File: src/rtl/if_pkg.sv
// Shared types for the instruction fetch stage: FSM encoding, PC step and
// the fetch-queue entry layout.
package if_pkg;

  typedef enum logic [1:0] {
    BOOT       = 2'd0,
    FETCH      = 2'd1,
    FLUSH_WAIT = 2'd2
  } if_state_e;

  localparam int          IF_NB_DATA = 32;
  localparam int          IF_NB_ADDR = 32;
  localparam int unsigned PC_INC     = 4;

  typedef struct packed {
    logic [IF_NB_DATA-1:0] instr;
    logic [IF_NB_ADDR-1:0] pc;
  } fq_entry_t;

endpackage

File: src/rtl/fetch_queue.sv
// Small synchronous FIFO holding fetched words; clear wins over push and the
// head entry is read straight out of the storage registers.
module fetch_queue #(
  parameter int               WIDTH     = 64,
  parameter int               DEPTH     = 2,
  parameter logic [WIDTH-1:0] RESET_VAL = '0
) (
  input  logic                     clk,
  input  logic                     rst,
  input  logic                     push,
  input  logic                     pop,
  input  logic                     clear,
  input  logic [WIDTH-1:0]         wdata,
  output logic [WIDTH-1:0]         rdata,
  output logic                     full,
  output logic                     empty,
  output logic [$clog2(DEPTH):0]   count
);

  localparam int AW = $clog2(DEPTH);
  localparam int CW = AW + 1;

  logic [WIDTH-1:0] mem [DEPTH];
  logic [AW-1:0]    wr_ptr;
  logic [AW-1:0]    rd_ptr;
  logic             do_push;
  logic             do_pop;

  assign full    = (count == CW'(DEPTH));
  assign empty   = (count == '0);
  assign do_push = push && !full;
  assign do_pop  = pop && !empty;
  assign rdata   = mem[rd_ptr];

  // Storage is reset too so the head outputs have defined values after reset.
  always_ff @(posedge clk or posedge rst) begin
    if (rst) begin
      wr_ptr <= '0;
      rd_ptr <= '0;
      count  <= '0;
      for (int i = 0; i < DEPTH; i++) mem[i] <= RESET_VAL;
    end else if (clear) begin
      wr_ptr <= '0;
      rd_ptr <= '0;
      count  <= '0;
    end else begin
      if (do_push) begin
        mem[wr_ptr] <= wdata;
        wr_ptr      <= wr_ptr + AW'(1);
      end
      if (do_pop) rd_ptr <= rd_ptr + AW'(1);
      count <= count + CW'(do_push) - CW'(do_pop);
    end
  end

endmodule

File: src/rtl/instr_fetch_unit.sv
// MIPS fetch stage: PC, credit-limited request/grant issue to instruction
// memory, in-order response queue and valid/ready delivery to decode.
module instr_fetch_unit import if_pkg::*; #(
  parameter int                 NB_DATA     = 32,
  parameter int                 NB_ADDR     = 32,
  parameter logic [NB_ADDR-1:0] RESET_PC    = '0,
  parameter int                 QUEUE_DEPTH = 2
) (
  input  logic               i_clk,
  input  logic               i_reset,
  input  logic               i_redirect,
  input  logic [NB_ADDR-1:0] i_redirect_pc,
  input  logic               i_ready,
  output logic               o_valid,
  output logic [NB_DATA-1:0] o_instr,
  output logic [NB_ADDR-1:0] o_pc,
  output logic [NB_ADDR-1:0] o_pc_plus4,
  output logic               o_imem_req,
  output logic [NB_ADDR-1:0] o_imem_addr,
  input  logic               i_imem_gnt,
  input  logic               i_imem_rvalid,
  input  logic [NB_DATA-1:0] i_imem_rdata
);

  localparam int CW = $clog2(QUEUE_DEPTH) + 1;

  if_state_e          state, state_next;
  logic [NB_ADDR-1:0] fetch_pc, fetch_pc_next;
  logic [NB_ADDR-1:0] resp_pc, resp_pc_next;
  logic [CW-1:0]      outstanding, outstanding_next;
  logic [CW-1:0]      discard, discard_next;
  logic [CW-1:0]      q_count;
  logic [CW:0]        in_flight;
  logic [NB_ADDR-1:0] target_pc;
  logic               req_fire;
  logic               q_push, q_pop, q_full, q_empty;
  fq_entry_t          q_wdata, q_rdata;

  // Credits use registered counts only, so a pop frees its slot a cycle later.
  assign in_flight   = (CW+1)'(q_count) + (CW+1)'(outstanding);
  assign o_imem_req  = (state == FETCH) && (in_flight < (CW+1)'(QUEUE_DEPTH));
  assign o_imem_addr = fetch_pc;
  assign req_fire    = o_imem_req && i_imem_gnt;
  assign target_pc   = i_redirect_pc & ~NB_ADDR'(3);

  assign q_push  = i_imem_rvalid && (state == FETCH) && !i_redirect;
  assign q_pop   = !q_empty && i_ready;
  assign q_wdata = '{instr: i_imem_rdata, pc: resp_pc};

  fetch_queue #(
    .WIDTH     ($bits(fq_entry_t)),
    .DEPTH     (QUEUE_DEPTH),
    .RESET_VAL ({{NB_DATA{1'b0}}, RESET_PC})
  ) u_fetch_queue (
    .clk   (i_clk),
    .rst   (i_reset),
    .push  (q_push),
    .pop   (q_pop),
    .clear (i_redirect),
    .wdata (q_wdata),
    .rdata (q_rdata),
    .full  (q_full),
    .empty (q_empty),
    .count (q_count)
  );

  assign o_valid    = !q_empty;
  assign o_instr    = q_rdata.instr;
  assign o_pc       = q_rdata.pc;
  assign o_pc_plus4 = q_rdata.pc + NB_ADDR'(PC_INC);

  always_ff @(posedge i_clk or posedge i_reset) begin
    if (i_reset) begin
      state       <= BOOT;
      fetch_pc    <= RESET_PC;
      resp_pc     <= RESET_PC;
      outstanding <= '0;
      discard     <= '0;
    end else begin
      state       <= state_next;
      fetch_pc    <= fetch_pc_next;
      resp_pc     <= resp_pc_next;
      outstanding <= outstanding_next;
      discard     <= discard_next;
    end
  end

  // On redirect every request still in flight after this cycle must be
  // dropped, which is exactly the next outstanding count.
  always_comb begin
    state_next       = state;
    fetch_pc_next    = fetch_pc;
    resp_pc_next     = resp_pc;
    discard_next     = discard;
    outstanding_next = outstanding + CW'(req_fire) - CW'(i_imem_rvalid);
    case (state)
      BOOT: begin
        state_next = FETCH;
        if (i_redirect) begin
          fetch_pc_next = target_pc;
          resp_pc_next  = target_pc;
        end
      end
      FETCH, FLUSH_WAIT: begin
        if ((state == FLUSH_WAIT) && i_imem_rvalid && (discard != '0))
          discard_next = discard - CW'(1);
        if (req_fire) fetch_pc_next = fetch_pc + NB_ADDR'(PC_INC);
        if (q_push)   resp_pc_next  = resp_pc + NB_ADDR'(PC_INC);
        if (i_redirect) begin
          fetch_pc_next = target_pc;
          resp_pc_next  = target_pc;
          discard_next  = outstanding_next;
        end
        state_next = (discard_next != '0) ? FLUSH_WAIT : FETCH;
      end
      default: state_next = BOOT;
    endcase
  end

  assert property (@(posedge i_clk) disable iff (i_reset)
    !(i_imem_rvalid && (outstanding == '0)));

  assert property (@(posedge i_clk) disable iff (i_reset)
    !(q_push && q_full));

endmodule
File: config.mk
export PLATFORM = sky130hd
export DESIGN_NAME = instr_fetch_unit
export DESIGN_NICKNAME = d
export VERILOG_FILES = /design/src/rtl/if_pkg.sv /design/src/rtl/fetch_queue.sv /design/src/rtl/instr_fetch_unit.sv
export SDC_FILE = /design/constraint.sdc
export NUM_CORES = 1
export LEC_CHECK = 0
export CORE_ASPECT_RATIO = 1.2
export CORE_MARGIN = 2
export CORE_UTILIZATION = 40
export DETAILED_ROUTE_END_ITERATION = 7
export GPL_TIMING_DRIVEN = 0
export HOLD_SLACK_MARGIN = 0.12
export SLEW_MARGIN = 5
export SYNTH_ARGS = -nofsm -noshare
export SYNTH_HDL_FRONTEND = slang
export SYNTH_HIERARCHICAL = 1
export SYNTH_SLANG_ARGS = --single-unit
File: constraint.sdc
create_clock -name i_clk -period 8.05 [get_ports i_clk]
set_clock_uncertainty 0.15 [all_clocks]
set_input_delay 1.61 -clock i_clk [delete_from_list [all_inputs] [get_ports i_clk]]
set_output_delay 1.61 -clock i_clk [all_outputs]
set_load 0.1 [all_outputs]
# --- Word-level counts from Yosys, hierarchy flattened ---
# Index checks and enable logic that the tools add are counted.
op_classes:
  addsub: 11
  n_lt_le_gt_ge: 4
  n_eq_ne: 6
  n_mux: 23
  bitwise: 3
  n_reduce_logical: 24
ops:
  columns: ["operator", "count"]
  rows:
  - ["64-bit 2-to-1 mux", 4]
  - ["32-bit 2-to-1 mux", 5]
  - ["128-bit bitwise mux", 1]
  - ["32-bit case mux with 2 select lines", 2]
  - ["32-bit by 3-bit adder with 32-bit output, second input constant", 3]
  - ["64-bit demux with 1-bit select", 1]
  - ["1-bit logical AND", 10]
  - ["2-bit 2-to-1 mux", 5]
  - ["2-bit nonzero test", 5]
  - ["3-bit AND reduction", 2]
  - ["2-bit by 1-bit adder with 2-bit output", 2]
  - ["2-bit == test, second input constant", 2]
  - ["2-bit greater-or-equal comparator, second input constant", 2]
  - ["2-bit zero test", 2]
  - ["1-bit 2-to-1 mux", 4]
  - ["1-bit inverter with 2-bit output", 2]
  - ["2-bit case mux with 2 select lines", 1]
  - ["2-bit by 1-bit subtractor with 2-bit output", 2]
  - ["2-bit by 2-bit adder with 3-bit output", 1]
  - ["1-bit zero test", 3]
  - ["3-bit by 2-bit less-than comparator with 1-bit output, second input constant", 1]
  - ["3-bit by 2-bit inequality test with 1-bit output, second input constant", 1]
  - ["3-bit inequality test, second input constant", 1]
  - ["1-bit adder, second input constant", 2]
  - ["other kinds (7)", 7]
word_totals:
  reg_bits: 202

# --- Depth between registers and ports, before layout ---
# Gate-level depths: netlist of the first run.
logic_depth:
  word_depth: 11
  depth_mapped: 12

# --- By module ---
# The synthesis of the first run kept the hierarchy.
modules_own_cells:
  columns: ["module", "n_inst", "cells_each", "area_per_inst_um2", "seq_area_each_um2"]
  rows:
  - ["fetch_queue", 1, 366, 5746.8, 3303.2]
  - ["instr_fetch_unit", 1, 604, 4863.4, 1651.6]

# --- Worst setup path before layout of the first run ---
# OpenSTA, ideal clock, no wires.
synth_timing:
  path_type: "register to output"
  start: "reg u_fetch_queue.rd_ptr"
  end: "out o_pc_plus4[26]"
  arrival_time_ps: 4441
  required_time_ps: 6290
  setup_slack_ps: 1849
  path_stages_with_launch: 10
  cell_sequence: "dfrtp_1 > clkbuf_1 > clkbuf_1 > mux2_2 > ha_1 > nand3_1 > or3_1 > nor2_1 > nand4_1 > xnor2_1"
synth_via:
  elab_chain_len: 5
synth_lines:
  columns: ["item", "line_no", "rtl"]
  rows:
  - ["start: declaration", "fetch_queue.sv:25", "logic [AW-1:0] rd_ptr;"]
  - ["start signal: assignment", "fetch_queue.sv:51", "if (do_pop) rd_ptr <= rd_ptr + AW'(1);"]
  - ["1-bit inverter with 2-bit output (implied by the code)", "fetch_queue.sv:33", "assign rdata = mem[rd_ptr];"]
  - ["64-bit 2-to-1 mux (implied by the code) (3 in a row)", "fetch_queue.sv:33", null]
  - ["via o_pc[2]", "instr_fetch_unit.sv:16", "output logic [NB_ADDR-1:0] o_pc,"]
  - ["32-bit by 3-bit adder with 32-bit output", "instr_fetch_unit.sv:70", "assign o_pc_plus4 = q_rdata.pc + NB_ADDR'(PC_INC);"]
  - ["end: declaration", "instr_fetch_unit.sv:17", "output logic [NB_ADDR-1:0] o_pc_plus4,"]
# The timed path passes the listed nets, and every way through them passes these cells. The select of a mux whose other input is x is not followed.

# --- Final worst setup path of the first run ---
layout_timing:
  start: "reg u_fetch_queue.rd_ptr"
  end: "out o_pc_plus4[31]"
layout_via:
  elab_chain_len: 5
layout_lines:
  columns: ["item", "line_no"]
  rows:
  - ["1-bit inverter with 2-bit output (implied by the code)", "fetch_queue.sv:33"]
  - ["64-bit 2-to-1 mux (implied by the code) (3 in a row)", "fetch_queue.sv:33"]
  - ["32-bit by 3-bit adder with 32-bit output", "instr_fetch_unit.sv:70"]
# No other way between the ends. The select of a mux whose other input is x is not followed.

==> results of run 1 <==
## state kept, by name (all words and copies together) (netlist names)
register	flops
resp_pc	30
u_fetch_queue/wr_ptr	1
u_fetch_queue/rd_ptr	1
outstanding	2
u_fetch_queue/count	2
u_fetch_queue/mem	128
o_imem_addr	30
discard	2
state	2
## layout by cell type (no fill, tap or decap), types with 5 or more instances in the layout
cell and n:
o22ai_1 26, a2bb2oi_1 7, nor4_1 6, a31o_2 6, ha_1 12, nor2_1 48, and2_1 9, a211oi_1 5
clkbuf_16 17, a311oi_1 11, o31ai_1 6, conb_1 6, nor2b_1 5, or3_1 5, nand4_1 23, mux2_2 188
clkbuf_1 36, and4_1 8, xor2_1 7, nor3_1 18, buf_2 11, buf_6 6, clkdlybuf4s50_1 195, inv_1 18
inv_8 6, xnor2_1 25, nand2_1 59, o21ai_0 33, a21oi_1 65, and3_1 13, nand3_1 38, dfrtp_1 198
## cells by family (layout without fill, tap and decap cells)
group / after synthesis / count (layout) / synth area share, %
and+or+nand+nor: 257 / 257 / 13.1
AOI/OAI and AO/OA: 194 / 194 / 11.8
other: 1 / 6 / 0.0353
xor gates and xnor gates: 32 / 32 / 2.64
muxes: 194 / 194 / 20.6
adders and majority gates: 13 / 13 / 1.60
DFF: 198 / 198 / 46.7
buffers and inverters: 81 / 310 / 3.56
## worst reg2reg max path, cell delays in order, from the launching register on
cell and delay [ps]:
dfrtp_1 430, and2_1 170, fa_1 440, nand4bb_1 190, clkbuf_1 260, a211oi_2 710, clkbuf_1 490, buf_1 510
a21oi_1 160
## final timing paths
kind                                           to  slack, ps  depth (start not counted)
max                                o_pc_plus4[31]        960                          8
max reg2reg                       o_imem_addr[11]       4390                          8
min                        u_fetch_queue/mem[112]        340                          1
min reg2reg                u_fetch_queue/mem[112]        340                          1
min in group asynchronous          outstanding[1]       1340                          2
max in group asynchronous   u_fetch_queue/mem[83]       5480                          3
## layout make-up
| cell class | instances | area, sq um |
|---|---|---|
| inverters | 20 | 82.6 |
| clock buffers | 17 | 425 |
| clock inverters | 15 | 173 |
| plain buffers | 61 | 303 |
| multi-input cells | 696 | 5300 |
| flip-flops and latches | 198 | 4950 |
| well taps | 335 | 419 |
| repair buffers | 197 | 2010 |
| fillers | 2352 | 12500 |
## routing by layer
layer | share of wire [%] | vias to the layer above | wire, um
li1 | - | 4036 | -
met1 | 44 | 4218 | 13500
met2 | 48 | 331 | 14700
met3 | 4.5 | 54 | 1360
met4 | 2.9 | 0 | 874
met5 | 0 | - | 0
## metrics by stage
stage	cell area, sq um	util, %	hold WS, ps	worst slack (ps)
finish	13700	52.2	339	965
global route	13700	52.2	360	533
CTS	13700	52.2	345	735
detailed placement	13100	49.9	325	1210
global placement	13000	49.6	317	733
floorplan	10600	-	304	1850
==> impl_metrics.ini, run 1 <==
[status]
status = completed

[clock_tree]
cts_resized = 0
cts_tree = built
htree_levels = 4
cts_setup_buffers = 0
cts_root_buffer = clkbuf_16
cts_buffers = 17
clock_sinks = 198
hold_buffers = 0
clk_pin_slew_ps = 80
cts_max_path_buffers = 2
clk_latency_ps = 440

[grt]
gr-total-overflow = 0
grt_max_degree = 91
grt_util_all_layers_pct = 21.9
grtUsageMet3_pct = 2.83
antenna_found_initial = 0
use_met2_pct = 36.6
use_met1_pct = 29.3
grt_first_pass_wirelength_um = 48500
grt_pass1_vias = 8616
grt_busiest_layer = met2

[place]
place_inst = 1507
gp_congestion = 0.903
post-dp-hpwl_um = 22600
portBuffers = 195

[timing]
hold_violations = 0
min_period_ps = 7090
layout_worst_path_cycle_share_pct = 88.0
setup-tns-final_ps = 0
drv_slew = 0
slew_headroom_pct = 19.1
worst_slew_pin_slew_ps = 1200
rsz0062_at_grt = false
fmax_mhz = 141
setup_viol_count_final = 0

[yosys]
synth_top_area_share_pct = 46.7
yosys_warnings = 6
ys_ff_latch = 198
async_reset_ff_share_pct = 100
synth-edff-count = 0
synth_largest_area_cell = dfrtp_1
syn_area_per_cell_sq_um = 10.9
yosysSeqAreaShare_pct = 46.7
synth.most_common_cell = dfrtp_1
netlist_area_sq_um = 10600
ys.flop_type = dfrtp_1
syn_inst = 970
ys_types = 69
ys_top_cells_by_area = dfrtp_1 47%, mux2_2 20%, a21oi_1 3.1%
synth_common_cells = 198 x dfrtp_1, 188 x mux2_2, 65 x a21oi_1

[critical_path]
start_kind = flop
path_max_fanout = 10
critPathBufInv = 3
worstPathArrival_ps = 5330
cp-startpoint = u_fetch_queue/rd_ptr
cpPeakStageDelay_ps = 1150
critPathSlowestCell = clkdlybuf4s50_1
crit_family = buffers and inverters
r2r-start = u_fetch_queue/count[0]
crit_chain = clkbuf_1 -> clkbuf_1 -> mux2_2 -> nand4_1 -> nor4_1 -> nand4_1 -> xnor2_1 -> clkdlybuf4s50_1
cp-end-kind = output port
critPathKind = flop to output port
required_ps = 6290

[die]
die_w_um = 153
die_area_sq_um = 27800
rows = 65
initial_core_util_pct = 40.5
ios = 200
die_y_um = 182
design.core.area_sq_um = 26200

[hold_path]
hp-class = flop to flop
hp-start = u_fetch_queue/mem[112]

[cells_and_area]
stdcell_count = 1539
syn_to_final_growth_pct = 28.7
nets = 1274
diodes = 0
drive_gt1_share_pct = 22.1

[flow_run]
drv_cap = 0

[route]
drc = 0
drt-wirelength-per-cell_um = 19.8
ant_nets = 0
dr_total_vias = 8639
wirelength_um = 30500
drt_iter0_markers = 522
routed_via_density = 5.61
firstDrtPassIters = 5
Power of run 1 is left out: the tool's default activity adds up to more than one toggle a clock period on the data nets, which glitch-free logic cannot reach.
==> run 2: changes to the inputs <==
==> constraint.sdc (replaced) <==
create_clock -name i_clk -period 8.05 [get_ports i_clk]
set_clock_uncertainty 0.15 [all_clocks]
set_input_delay 0.805 -clock i_clk [delete_from_list [all_inputs] [get_ports i_clk]]
set_output_delay 0.805 -clock i_clk [all_outputs]
set_load 0.1 [all_outputs]
==> results of run 2 <==
The final DEF is identical to that of run 1. Status: completed.
Main changes from that run: setup slack after placement 1210 ps -> 2020 ps; setup slack after layout 965 ps -> 1770 ps
Power of run 2 is left out for the same reason.
